**src/rtl/stdout_ctrl_pkg.sv**
```systemverilog
// Shared types and constants for the stdout console controller.
//   mem_store_type_t : store kind presented by the core's store port
//   stdout_state_t   : controller FSM states
//   stdout_status_t  : layout of the readable status word
// Optional feature macro used by this slice: STDOUT_LINE_BUFFER_EN
package stdout_ctrl_pkg;

  typedef enum logic [1:0] {
    NO_STORE    = 2'd0,
    STORE_BYTE  = 2'd1,
    STORE_WORD  = 2'd2,
    STORE_DWORD = 2'd3
  } mem_store_type_t;

  typedef enum logic {
    ST_IDLE  = 1'b0,
    ST_SPLIT = 1'b1
  } stdout_state_t;

  localparam int unsigned   BYTE_W              = 8;
  localparam int unsigned   STDOUT_WINDOW_BYTES = 8;
  localparam int unsigned   STDOUT_FIFO_DEPTH   = 16;
  localparam logic [63:0]   STDOUT_BASE_ADDR    = 64'h0000_0000_1000_0000;
  localparam logic [63:0]   STDOUT_STATUS_ADDR  = STDOUT_BASE_ADDR + 64'd8;
  localparam logic [7:0]    ASCII_NEWLINE       = 8'h0A;

  typedef struct packed {
    logic [47:0] rsvd_hi;
    logic [7:0]  count;
    logic [4:0]  rsvd_lo;
    logic        busy;
    logic        empty;
    logic        full;
  } stdout_status_t;

  // Number of bytes a multi-byte store is split into.
  function automatic logic [3:0] split_len(input mem_store_type_t t);
    return (t == STORE_WORD) ? 4'd4 : 4'd8;
  endfunction

endpackage

```
**src/rtl/stdout_fifo.sv**
```systemverilog
// Byte FIFO feeding the host console stream.
// Ports:
//   i_clock, i_reset      : clock, synchronous active-high reset
//   i_push, i_push_data   : enqueue request (ignored when full) and byte
//   i_pop                 : dequeue head (ignored when empty)
//   o_head                : byte at the head of the queue
//   o_count, o_full, o_empty : occupancy
//   o_valid               : head may be offered to the host
// Macro STDOUT_LINE_BUFFER_EN: hold bytes back until a newline is queued
// (or the FIFO is full).
module stdout_fifo
  import stdout_ctrl_pkg::*;
#(
  parameter int unsigned DEPTH = 16
) (
  input  logic                      i_clock,
  input  logic                      i_reset,
  input  logic                      i_push,
  input  logic [BYTE_W-1:0]         i_push_data,
  input  logic                      i_pop,
  output logic [BYTE_W-1:0]         o_head,
  output logic [$clog2(DEPTH):0]    o_count,
  output logic                      o_full,
  output logic                      o_empty,
  output logic                      o_valid
);

  localparam int unsigned PTR_W = $clog2(DEPTH);
  localparam int unsigned CNT_W = PTR_W + 1;

  logic [BYTE_W-1:0] r_mem [DEPTH];
  logic [PTR_W-1:0]  r_wr_ptr;
  logic [PTR_W-1:0]  r_rd_ptr;
  logic [CNT_W-1:0]  r_count;
  logic              w_push;
  logic              w_pop;

  assign o_full  = (r_count == CNT_W'(DEPTH));
  assign o_empty = (r_count == '0);
  assign o_count = r_count;
  assign o_head  = r_mem[r_rd_ptr];

  // Push is gated by the registered full flag; a same-cycle pop does not help.
  assign w_push = i_push && !o_full;
  assign w_pop  = i_pop && !o_empty;

  // Storage array, no reset needed.
  always_ff @(posedge i_clock) begin
    if (w_push) r_mem[r_wr_ptr] <= i_push_data;
  end

  // Pointers wrap naturally since DEPTH is a power of two.
  always_ff @(posedge i_clock) begin
    if (i_reset) begin
      r_wr_ptr <= '0;
      r_rd_ptr <= '0;
      r_count  <= '0;
    end else begin
      if (w_push) r_wr_ptr <= r_wr_ptr + PTR_W'(1);
      if (w_pop)  r_rd_ptr <= r_rd_ptr + PTR_W'(1);
      case ({w_push, w_pop})
        2'b10:   r_count <= r_count + CNT_W'(1);
        2'b01:   r_count <= r_count - CNT_W'(1);
        default: r_count <= r_count;
      endcase
    end
  end

`ifdef STDOUT_LINE_BUFFER_EN
  logic [CNT_W-1:0] r_nl_count;
  logic             w_nl_in;
  logic             w_nl_out;

  assign w_nl_in  = w_push && (i_push_data == ASCII_NEWLINE);
  assign w_nl_out = w_pop && (o_head == ASCII_NEWLINE);

  // Number of newlines currently held in the queue.
  always_ff @(posedge i_clock) begin
    if (i_reset) begin
      r_nl_count <= '0;
    end else begin
      case ({w_nl_in, w_nl_out})
        2'b10:   r_nl_count <= r_nl_count + CNT_W'(1);
        2'b01:   r_nl_count <= r_nl_count - CNT_W'(1);
        default: r_nl_count <= r_nl_count;
      endcase
    end
  end

  assign o_valid = !o_empty && ((r_nl_count != '0) || o_full);
`else
  assign o_valid = !o_empty;
`endif

endmodule

```
**src/rtl/stdout_ctrl.sv**
```systemverilog
// Simulation-console controller: decodes stores to the stdout MMIO window,
// splits WORD/DWORD stores into little-endian bytes (one per cycle), queues
// them in stdout_fifo and drains them over a valid/ready byte stream.
// Ports:
//   clock, reset           : clock, synchronous active-high reset
//   addr, mem_store_type, w_data : core store port
//   stall                  : combinational backpressure to the core
//   r_data                 : status word when addr == STDOUT_STATUS_ADDR, else 0
//   stdout_taken           : one-cycle pulse after a store is accepted
//   out_valid, out_byte, out_ready : byte stream to the host
// Macro STDOUT_LINE_BUFFER_EN (in stdout_fifo): line-buffered draining.
module stdout_ctrl
  import stdout_ctrl_pkg::*;
#(
  parameter int unsigned DEPTH    = STDOUT_FIFO_DEPTH,
  parameter int unsigned SKIP_NUL = 1
) (
  input  logic            clock,
  input  logic            reset,
  input  logic [63:0]     addr,
  input  mem_store_type_t mem_store_type,
  input  logic [63:0]     w_data,
  output logic            stall,
  output logic [63:0]     r_data,
  output logic            stdout_taken,
  output logic            out_valid,
  output logic [7:0]      out_byte,
  input  logic            out_ready
);

  localparam int unsigned CNT_W = $clog2(DEPTH) + 1;

  stdout_state_t  r_state;
  logic [63:0]    r_shift;
  logic [3:0]     r_remaining;
  logic           r_taken;

  logic           w_hit;
  logic           w_is_byte;
  logic           w_full;
  logic           w_empty;
  logic [CNT_W-1:0] w_count;
  logic           w_push;
  logic [7:0]     w_push_data;
  logic           w_accept;
  logic           w_split_step;
  logic           w_pop;
  stdout_status_t w_status;

  // Address decode: any store landing in the 8-byte stdout window.
  assign w_hit = (mem_store_type != NO_STORE)
              && (addr >= STDOUT_BASE_ADDR)
              && (addr <  STDOUT_BASE_ADDR + 64'(STDOUT_WINDOW_BYTES));
  assign w_is_byte = (mem_store_type == STORE_BYTE);

  // Multi-byte stores are always taken in IDLE; they wait in SPLIT for space.
  assign stall = w_hit && !((r_state == ST_IDLE) && (!w_is_byte || !w_full));

  // Accept / enqueue decisions for this cycle.
  always_comb begin
    w_push       = 1'b0;
    w_push_data  = w_data[7:0];
    w_accept     = 1'b0;
    w_split_step = 1'b0;
    if (r_state == ST_IDLE) begin
      if (w_hit) begin
        if (w_is_byte) begin
          if (!w_full) begin
            w_push   = 1'b1;
            w_accept = 1'b1;
          end
        end else begin
          w_accept = 1'b1;
        end
      end
    end else begin
      if (!w_full) begin
        w_split_step = 1'b1;
        w_push_data  = r_shift[7:0];
        w_push       = !((SKIP_NUL != 0) && (r_shift[7:0] == 8'h00));
      end
    end
  end

  // Controller FSM: IDLE takes stores, SPLIT emits one byte per cycle.
  always_ff @(posedge clock) begin
    if (reset) begin
      r_state     <= ST_IDLE;
      r_shift     <= '0;
      r_remaining <= '0;
      r_taken     <= 1'b0;
    end else begin
      r_taken <= w_accept;
      case (r_state)
        ST_IDLE: begin
          if (w_accept && !w_is_byte) begin
            r_shift     <= (mem_store_type == STORE_WORD) ? {32'h0, w_data[31:0]} : w_data;
            r_remaining <= split_len(mem_store_type);
            r_state     <= ST_SPLIT;
          end
        end
        ST_SPLIT: begin
          if (w_split_step) begin
            r_shift     <= {8'h00, r_shift[63:8]};
            r_remaining <= r_remaining - 4'd1;
            if (r_remaining == 4'd1) r_state <= ST_IDLE;
          end
        end
      endcase
    end
  end

  assign stdout_taken = r_taken;
  assign w_pop        = out_valid && out_ready;

  stdout_fifo #(
    .DEPTH (DEPTH)
  ) u_fifo (
    .i_clock     (clock),
    .i_reset     (reset),
    .i_push      (w_push),
    .i_push_data (w_push_data),
    .i_pop       (w_pop),
    .o_head      (out_byte),
    .o_count     (w_count),
    .o_full      (w_full),
    .o_empty     (w_empty),
    .o_valid     (out_valid)
  );

  // Status word, only driven when the status address is presented.
  always_comb begin
    w_status       = '0;
    w_status.full  = w_full;
    w_status.empty = w_empty;
    w_status.busy  = (r_state == ST_SPLIT);
    w_status.count = 8'(w_count);
    r_data         = (addr == STDOUT_STATUS_ADDR) ? w_status : 64'h0;
  end

endmodule

```
**config.mk**
```make
export PLATFORM = sky130hd
export DESIGN_NAME = stdout_ctrl
export DESIGN_NICKNAME = d
export VERILOG_FILES = /design/src/rtl/stdout_ctrl_pkg.sv /design/src/rtl/stdout_fifo.sv /design/src/rtl/stdout_ctrl.sv
export SDC_FILE = /design/constraint.sdc
export NUM_CORES = 1
export LEC_CHECK = 0
export ABC_AREA = 0
export BUFFER_PORTS_ARGS = -buffer_cell sky130_fd_sc_hd__buf_2
export CAP_MARGIN = 10
export CELL_PAD_IN_SITES_DETAIL_PLACEMENT = 0
export CELL_PAD_IN_SITES_GLOBAL_PLACEMENT = 1
export CORE_MARGIN = 2
export CORE_UTILIZATION = 39
export DETAILED_ROUTE_END_ITERATION = 6
export GPL_TIMING_DRIVEN = 0
export PLACE_DENSITY_LB_ADDON = 0.05
export SETUP_SLACK_MARGIN = 0.4
export SLEW_MARGIN = 20
export SYNTH_ARGS = -nofsm -noshare
export SYNTH_HDL_FRONTEND = slang
export SYNTH_SLANG_ARGS = --single-unit
```
**constraint.sdc**
```tcl
create_clock -name clock -period 5.7 [get_ports clock]
set_input_delay 0.855 -clock clock [delete_from_list [all_inputs] [get_ports clock]]
set_output_delay 0.855 -clock clock [all_outputs]
set_load 0.02 [all_outputs]
```
==> reports/results.ini, run 1 <==
[synth]
synth_edf_count = 128
yosysTopAreaCell = edfxtp_1
syn_inst = 787
synth_top_cell_area_share_pct = 37.8
synth-main-ff-cell = edfxtp_1
netlist_area_um2 = 10200
syn-mean-instance-area_um2 = 12.9
ys_types = 56
synth_area_leaders = edfxtp_1 (38%), dfxtp_1 (17%), mux4_2 (8.9%)
ys_ff_latch = 215
yosysWarnings = 0
ys_seq_area_share_pct = 54.9
synthArstFlopShare_pct = 0

[power_and_ir_drop]
clockPowerShare_pct = 45.8
power_frac_seq_pct = 48.0
internal-power_uw = 2680
power_leakage_uw = 0.00447
peakVddDrop_mv = 0.226
pwr-share-comb_pct = 6.1
power.density_nw_per_um2 = 277
p_sw_uw = 755
switching_share_pct = 22.0

[sta]
rsz0062_at_grt = false
drv_slew = 0
finalCritPeriodShare_pct = 77.4
slew-limit-headroom_pct = 36.0
setup_viol_count_final = 0
layout_min_cycle_time_ns = 4.41
fmax_mhz = 227
worstMarginPinSlew_ns = 0.952
fin_ws_ns = 1.29
skew_ns = 0.0130
hold_violations = 0
fin_setup_tns_ns = 0

[clocking]
numCtsBuffers = 24
clk_pin_slew_worst_paths_ns = 0.06
cts_num_sinks = 215
holdBufCountCts = 0
cts-resized-gates = 0
post_cts_buffers = 0
htreeDepth = 1
cts_tree = done
clk_latency_ns = 0.51
root_buffer = clkbuf_16
cts_max_path_buffers = 3

[cells_and_area]
nets = 1163
layout-drive-gt1-share_pct = 35.1
stdcell_area_um2 = 12400
synthToLayoutAreaGrowth_pct = 21.8

[min_path]
hold_path_class = reg2reg

[setup_path]
worstPathRequired_ns = 6.09
path_class = in2reg
cp-end-kind = flip-flop
crit_arrival_ns = 4.80
startpoint_type = input port
cp_max_fo = 11
r2r_slack_ns = 1.70

[global_route]
grt.total_usage_pct = 19.4
grt_start_max_net_pins = 17
grt-ovfl-total = 0
grt_pass1_vias = 6983
grt_pass1_wl_um = 40100
antenna_found_initial = 4

[floorplan]
rows = 59
die_y_um = 165
start_util_pct = 39.4
core-area_um2 = 25800
dieWidth_um = 165
die_area_um2 = 27400
io_pins = 208

[status]
status = complete, no violations

[routing]
first_pass_iters = 5
drt_iter0_drc = 444
vias_per_cell = 5.09
routedWlPerCell_um = 19.1
wirelength_um = 26200
antenna_left = 0
route.detailed.drc = 0
route.vias.total = 7001

[placed_design]
pre_cts_slack_ns = 0.711
gp_congestion = 0.801
place_area_um2 = 11500
dpl.hpwl_um = 19500
numPortBuffers = 151

[job]
drv_cap = 0

-- cell usage after synthesis (10+ instances only) --
master	n
a211oi_1	22
a211oi_2	40
a21oi_1	15
a22oi_1	25
buf_2	11
buf_4	60
clkbuf_1	36
dfxtp_1	87
edfxtp_1	128
ha_1	11
mux2i_1	34
mux4_2	40
nand2_1	47
nand3_1	17
nor2_1	34
nor3_1	58
nor4_1	14
o211ai_1	10
-- layer usage --
layer | track usage [%] | wire length [µm] | vias up
li1 | - | - | 3404
met1 | 25.6 | 11300 | 3366
met2 | 33.6 | 13200 | 210
met3 | 3.02 | 1220 | 21
met4 | 4.70 | 463 | 0
met5 | 0 | 0 | -
-- cell usage in the layout (no fill, tap or decap), types with 8 or more instances in the layout --
cell type	n
buf_2	162
edfxtp_1	128
dfxtp_1	87
buf_4	60
nor3_1	58
conb_1	56
nand2_1	47
mux4_2	40
a211oi_2	40
clkbuf_1	39
nor2_1	34
mux2i_1	34
clkbuf_16	27
a22oi_1	25
a211oi_1	22
nand3_1	17
a21oi_1	15
nor4_1	14
ha_1	11
o211ai_1	10
inv_1	9
nand4_1	8
-- cell type report --
cell class | count | area (µm²)
Fill cell | 2400 | 13500
Sequential cell | 215 | 5590
Inverter | 9 | 33.8
Clock inverter | 14 | 135
Multi-Input combinational cell | 501 | 3990
Timing Repair Buffer | 151 | 756
Buffer | 117 | 762
Clock buffer | 30 | 687
Antenna cell | 4 | 10.0
Tap cell | 335 | 419
-- power by group through the flow --
| stage | Combinational, µW | Clock (µW) | Sequential, µW |
|---|---|---|---|
| after global routing | 232 | 1680 | 1650 |
| after detailed placement | 210 | 0 | 1680 |
| after global placement | 210 | 0 | 1680 |
| after CTS | 211 | 1610 | 1650 |
| final | 211 | 1570 | 1650 |
| after floorplan | 132 | 0 | 1680 |
-- worst max-delay path: stages --
cell and delay (ns):
buf_2 0.09, nor4_1 0.81, nand4_1 0.26, nor4_4 0.55
a21oi_4 0.18, buf_2 0.25, ha_1 0.22, clkbuf_1 0.22
xor2_1 0.19, ha_1 0.23, a211o_1 0.28, nand2_1 0.07
nand3b_1 0.07, a31oi_1 0.16, mux2_2 0.35
-- registers in the layout, indices dropped and copies added (netlist names), named ones only --
| name | count |
|---|---|
| stdout_taken | 1 |
| r_state | 1 |
| u_fifo.r_rd_ptr | 4 |
| u_fifo.r_mem | 128 |
| r_remaining | 4 |
| r_shift | 64 |
| u_fifo.o_count | 5 |
| u_fifo.r_wr_ptr | 4 |
-- kinds of logic after synthesis --
logic type                 synth area share [%]
DFF                                        54.9
and+or+nand+nor                            11.0
AOI/OAI and AO/OA                          11.9
buffers and inverters                      7.83
muxes                                      12.3
adders and majority gates                  1.35
xor gates and xnor gates                  0.603
other                                    0.0369
-- metrics by stage --
step	std cells	power [µW]	util, %	hold WS (ns)
after floorplan	842	1810	-	0.444
after global placement	1328	1890	44.7	0.461
after detailed placement	1328	1890	44.7	0.470
after CTS	1372	3470	47.9	0.479
after global routing	1375	3560	47.9	0.492
final	1376	3440	47.9	0.477
-- final timing paths --
| check | cells after the start | end | start |
|---|---|---|---|
| setup reg to reg | 14 | u_fifo.o_count[4]$_SDFFE_PP0P_ | u_fifo.o_count[1]$_SDFFE_PP0P_ |
| hold reg to reg | 2 | r_shift[62]$_SDFFE_PP0P_ | r_shift[62]$_SDFFE_PP0P_ |
| hold / removal | 2 | r_shift[62]$_SDFFE_PP0P_ | r_shift[62]$_SDFFE_PP0P_ |
| setup / recovery | 15 | u_fifo.o_count[4]$_SDFFE_PP0P_ | addr[21] |
No activity file was read; power rests on OpenSTA's default activity.
==> run 2, diff against run 1 <==
--- a/config.mk
+++ b/config.mk
@@ -5,7 +5,7 @@
 export SDC_FILE = /design/constraint.sdc
 export NUM_CORES = 1
 export LEC_CHECK = 0
-export ABC_AREA = 0
+export ABC_AREA = 1
 export BUFFER_PORTS_ARGS = -buffer_cell sky130_fd_sc_hd__buf_2
 export CAP_MARGIN = 10
 export CELL_PAD_IN_SITES_DETAIL_PLACEMENT = 0
==> constraint.sdc (replaced) <==
create_clock -name clock -period 4.6 [get_ports clock]
set_input_delay 0.69 -clock clock [delete_from_list [all_inputs] [get_ports clock]]
set_output_delay 0.69 -clock clock [all_outputs]
set_load 0.02 [all_outputs]
==> run 2 against run 1 <==
  * Design area up 3.9%
  * Hold slack worse by 0.034 ns
  * Final cell count up 33%
  * Sequential share of layout area down 1.7 points
  * Utilization up 0.070 points
==> reports/results.ini, run 2 <==
[status]
status = complete, no violations

[setup_path]
path_class = reg2out
r2r_start = u_fifo.o_count[0]$_SDFFE_PP0P_
startpoint_type = flip-flop
cp-end-kind = output port
crit_arrival_ns = 2.57
worstPathRequired_ns = 3.91
cp_max_fo = 10

[sta]
setup_viol_count_final = 0
rsz0062_at_grt = false
worstMarginPinSlew_ns = 0.919
layout_min_cycle_time_ns = 3.26
fin_setup_tns_ns = 0
drv_slew = 0
fin_ws_ns = 1.34
skew_ns = 0.0233
slew-limit-headroom_pct = 38.5
hold_violations = 0
finalCritPeriodShare_pct = 70.9
fmax_mhz = 307

[clocking]
post_cts_buffers = 0
root_buffer = clkbuf_16
cts-resized-gates = 0
cts_tree = done
holdBufCountCts = 0
cts_num_sinks = 215
clk_pin_slew_worst_paths_ns = 0.06
htreeDepth = 1
numCtsBuffers = 24
clk_latency_ns = 0.53
cts_max_path_buffers = 3

[cells_and_area]
final_common_cell = nand2_1
stdcell_count = 1835
multiInputGateArea_um2 = 4020
nFillCells = 2738
top_register = u_fifo.r_mem
antenna_cells = 0
layout-drive-gt1-share_pct = 20.0
regArea_um2 = 5590
nets = 1620
final_cell_mix = nand2_1 (234), nor2_1 (219), buf_2 (173)
largest_reg_flops = 128
synthToLayoutAreaGrowth_pct = 21.6
utilization_pct = 48.0

[synth]
synth_edf_count = 128
synth_area_leaders = edfxtp_1 (36%), dfxtp_1 (16%), nand2_1 (8.3%)
yosysTopAreaCell = edfxtp_1
syn-mean-instance-area_um2 = 8.54
yosysMostFrequentCell = nand2_1
netlist_area_um2 = 10600
synth_top_cell_area_share_pct = 36.3
ys_ff_latch = 215
yosysWarnings = 0
synthArstFlopShare_pct = 0
ys_seq_area_share_pct = 52.8
syn_inst = 1239
synth-main-ff-cell = edfxtp_1
synthTopCellsByCount = nand2_1 (234), nor2_1 (219), edfxtp_1 (128)
ys_types = 29

[routing]
first_pass_iters = 5
route.detailed.drc = 0
wirelength_um = 28700
route.vias.total = 8591
antenna_left = 0
vias_per_cell = 4.68
routedWlPerCell_um = 15.6
drt_iter0_drc = 565

[placed_design]
placed_cells = 1791
gp_congestion = 0.797
dpl.hpwl_um = 21200
pre_cts_slack_ns = 1.35
numPortBuffers = 150

[min_path]
hp-start = u_fifo.r_rd_ptr[3]$_SDFFE_PP0P_
hold_path_class = reg2reg

[floorplan]
die_area_um2 = 28500
dieWidth_um = 169
die_y_um = 169
io_pins = 208
start_util_pct = 39.5
core-area_um2 = 26800
rows = 60

[global_route]
grt-ovfl-total = 0
grt_pass1_vias = 8260
antenna_found_initial = 0
grt.total_usage_pct = 20.3
grt_start_max_net_pins = 17
grt_pass1_wl_um = 45200

[power_and_ir_drop]
peakVddDrop_mv = 0.246
total_power_uw = 5290
power_leakage_uw = 0.00583
power.density_nw_per_um2 = 411

[job]
drv_cap = 0

## run 2: cell type report
cell class                 count  share of cell area, %
timing repair buffer         156                   6.33
buffer                       121                   5.83
inverter                     120                   3.50
clock buffer                  36                   5.64
sequential                   215                   43.4
multi-input combinational    838                   31.3
tap                          341                   3.32
clock inverter                 8                  0.681
## run 2: per-layer routing
| metal | part of all wire [%] | track usage, % | vias up |
|---|---|---|---|
| li1 | - | - | 4417 |
| met1 | 43 | 25.7 | 3966 |
| met2 | 51 | 37.0 | 167 |
| met3 | 3.2 | 2.43 | 41 |
| met4 | 2.2 | 4.87 | 0 |
| met5 | 0 | 0 | - |
## run 2: cells by family (layout without fill, tap and decap cells)
| family | after synthesis | count (layout) | share of synthesized area [%] |
|---|---|---|---|
| simple gates | 556 | 556 | 21.7 |
| buf+inv | 241 | 441 | 11.3 |
| flops | 215 | 215 | 52.8 |
| compound gates | 174 | 174 | 9.05 |
| mux | 32 | 32 | 3.03 |
| fa+ha+maj | 11 | 11 | 1.30 |
| xor+xnor | 9 | 9 | 0.745 |
| other cells | 1 | 56 | 0.0354 |
## run 2: worst max-delay path, stage by stage, from the launching register on
cell,delay [ns]
dfxtp_1,0.31
clkbuf_1,0.25
clkbuf_1,0.48
a21oi_1,0.11
o21ai_0,0.12
o21ai_0,0.27
o211ai_1,0.25
nand2_1,0.09
buf_2,0.16
## run 2: worst paths after layout
| path | cells after the start | to | slack (ns) |
|---|---|---|---|
| setup / recovery | 8 | out_byte[5] | 1.34 |
| hold / removal | 1 | flip-flop | 0.44 |
| setup reg to reg | 17 | u_fifo.o_count[4]$_SDFFE_PP0P_ | 1.79 |
| hold reg to reg | 1 | flip-flop | 0.44 |
## run 2: through the flow
step | instance area [µm²] | hold slack, ns
after global routing | 12900 | 0.481
after global placement | 12000 | 0.432
after floorplan | 10800 | 0.412
after detailed placement | 12000 | 0.441
final | 12900 | 0.443
after CTS | 12900 | 0.449
## run 2: power breakdown
| group | switching [µW] | leakage (µW) | internal [µW] |
|---|---|---|---|
| clock network | 792 | 0.000404 | 1150 |
| logic | 806 | 0.00358 | 443 |
| registers | 26.7 | 0.00185 | 2070 |
| total | 1620 | 0.00583 | 3660 |
==> run 3, diff against run 2 <==
--- a/config.mk
+++ b/config.mk
@@ -11,7 +11,7 @@
 export CELL_PAD_IN_SITES_DETAIL_PLACEMENT = 0
 export CELL_PAD_IN_SITES_GLOBAL_PLACEMENT = 1
 export CORE_MARGIN = 2
-export CORE_UTILIZATION = 39
+export CORE_UTILIZATION = 37
 export DETAILED_ROUTE_END_ITERATION = 6
 export GPL_TIMING_DRIVEN = 0
 export PLACE_DENSITY_LB_ADDON = 0.05
==> constraint.sdc (replaced) <==
create_clock -name clock -period 2.62 [get_ports clock]
set_input_delay 0.393 -clock clock [delete_from_list [all_inputs] [get_ports clock]]
set_output_delay 0.393 -clock clock [all_outputs]
set_load 0.02 [all_outputs]
==> run 3 against run 2 <==
  * Critical path depth rose by 1
  * Critical path type unchanged
  * Utilization up 0.36 points
  * Clock-buffer cell count is 1 lower
==> reports/results.ini, run 3 (synthesized netlist as in run 2, its figures left out) <==
[sta]
drv_slew = 0
fmax_mhz = 400
setup_viol_count_final = 0
slew-limit-headroom_pct = 59.5
rsz0062_at_grt = true
fin_setup_tns_ns = 0
whs_ns = 0.199
layout_min_cycle_time_ns = 2.50
skew_ns = 0.0250
finalCritPeriodShare_pct = 95.3
hold_violations = 0
worstMarginPinSlew_ns = 0.608

[power_and_ir_drop]
power.density_nw_per_um2 = 725
peakVddDrop_mv = 0.393
power_leakage_uw = 0.00605

[floorplan]
die_area_um2 = 30000
start_util_pct = 37.9
io_pins = 208
dieWidth_um = 173
core-area_um2 = 27900
rows = 61
die_y_um = 173

[placed_design]
dpl.hpwl_um = 21500
numPortBuffers = 150
placed_cells = 1828
gp_congestion = 0.798

[setup_path]
path_class = reg2out
worstPathRequired_ns = 2.23
cp-end-kind = output port
startpoint_type = flip-flop
crit_arrival_ns = 2.10
cp_max_fo = 10

[status]
status = complete, no violations

[clocking]
clk_pin_slew_worst_paths_ns = 0.06
root_buffer = clkbuf_16
cts_max_path_buffers = 3
clk_latency_ns = 0.53
holdBufCountCts = 0
cts_tree = done
numCtsBuffers = 24
htreeDepth = 1
cts_num_sinks = 215

[cells_and_area]
final_common_cell = nand2_1
nets = 1647
largest_reg_flops = 128
final_cell_mix = nand2_1 (229), nor2_1 (198), buf_2 (155)
layout-drive-gt1-share_pct = 25.9
stdcell_count = 1900
top_register = u_fifo.r_mem
synthToLayoutAreaGrowth_pct = 27.7
utilization_pct = 48.4

[global_route]
grt.total_usage_pct = 19.6
grt_start_max_net_pins = 17
grt-ovfl-total = 0
grt_pass1_wl_um = 46700
antenna_found_initial = 1
grt_pass1_vias = 8508

[routing]
antenna_left = 0
routedWlPerCell_um = 15.6
wirelength_um = 29700
route.vias.total = 8601
drt_iter0_drc = 504
route.detailed.drc = 0
vias_per_cell = 4.53
first_pass_iters = 4

[min_path]
hold_path_class = in2reg

[job]
drv_cap = 0

-- run 3: routing by layer --
layer  track usage, %  routed length (µm)  vias to the layer above
li1                 -                   -                     4463
met1             24.9               12900                     3925
met2             35.2               14800                      174
met3             2.88                1240                       39
met4             4.66                 702                        0
met5                0                   0                        -
-- run 3: layout make-up --
cell class,instances,area (µm²)
antenna,1,2.50
buffer,121,846
clock buffer,35,724
clock inverter,9,51.3
fill,2781,14400
inverter,120,459
multi-input combinational,838,4270
sequential,215,5600
tap,378,473
timing repair buffer,183,1080
-- run 3: final timing paths --
| kind | cells after the start | slack [ns] | end | start |
|---|---|---|---|---|
| max | 9 | 0.12 | out_byte[3] | flip-flop |
| min | 5 | 0.20 | r_shift[10]$_SDFFE_PP0P_ | w_data[10] |
| max reg2reg | 15 | 0.35 | u_fifo.o_count[4]$_SDFFE_PP0P_ | u_fifo.o_count[1]$_SDFFE_PP0P_ |
| min reg2reg | 1 | 0.44 | u_fifo.r_rd_ptr[3]$_SDFFE_PP0P_ | u_fifo.r_rd_ptr[3]$_SDFFE_PP0P_ |
-- run 3: timing repair --
| action | 4_1_cts | 5_1_grt |
|---|---|---|
| gates cloned | 1 | 0 |
| endpoints found under the setup margin | 244 | 111 |
| gates resized for setup | 106 | 28 |
| buffers inserted | 19 | 7 |
| pin swaps | 20 | 22 |
-- run 3: where the power goes --
group          total [µW]  internal, µW  switching (µW)
Combinational        2830          1220            1610
Clock                3260          1920            1350
Sequential           3700          3650            48.4
Total                9790          6790            3010
-- run 3: worst max-delay path, stage by stage, from the launching register on --
cell      delay (ns)
dfxtp_2         0.31
buf_6           0.12
buf_12          0.14
buf_4           0.18
a21oi_1         0.15
o21ai_0         0.11
o211ai_1        0.16
o211ai_1        0.14
nand2_1         0.11
buf_4           0.14
-- run 3: metrics by stage --
stage / total power [µW] / setup WS [ns] / area [µm²]
global placement: 5970 / -0.939 / 12100
finish: 9790 / 0.123 / 13500
CTS: 9740 / 0.140 / 13400
floorplan: 5260 / 0.295 / 10800
global route: 10300 / 0.0639 / 13500
detailed placement: 5980 / -0.176 / 12100
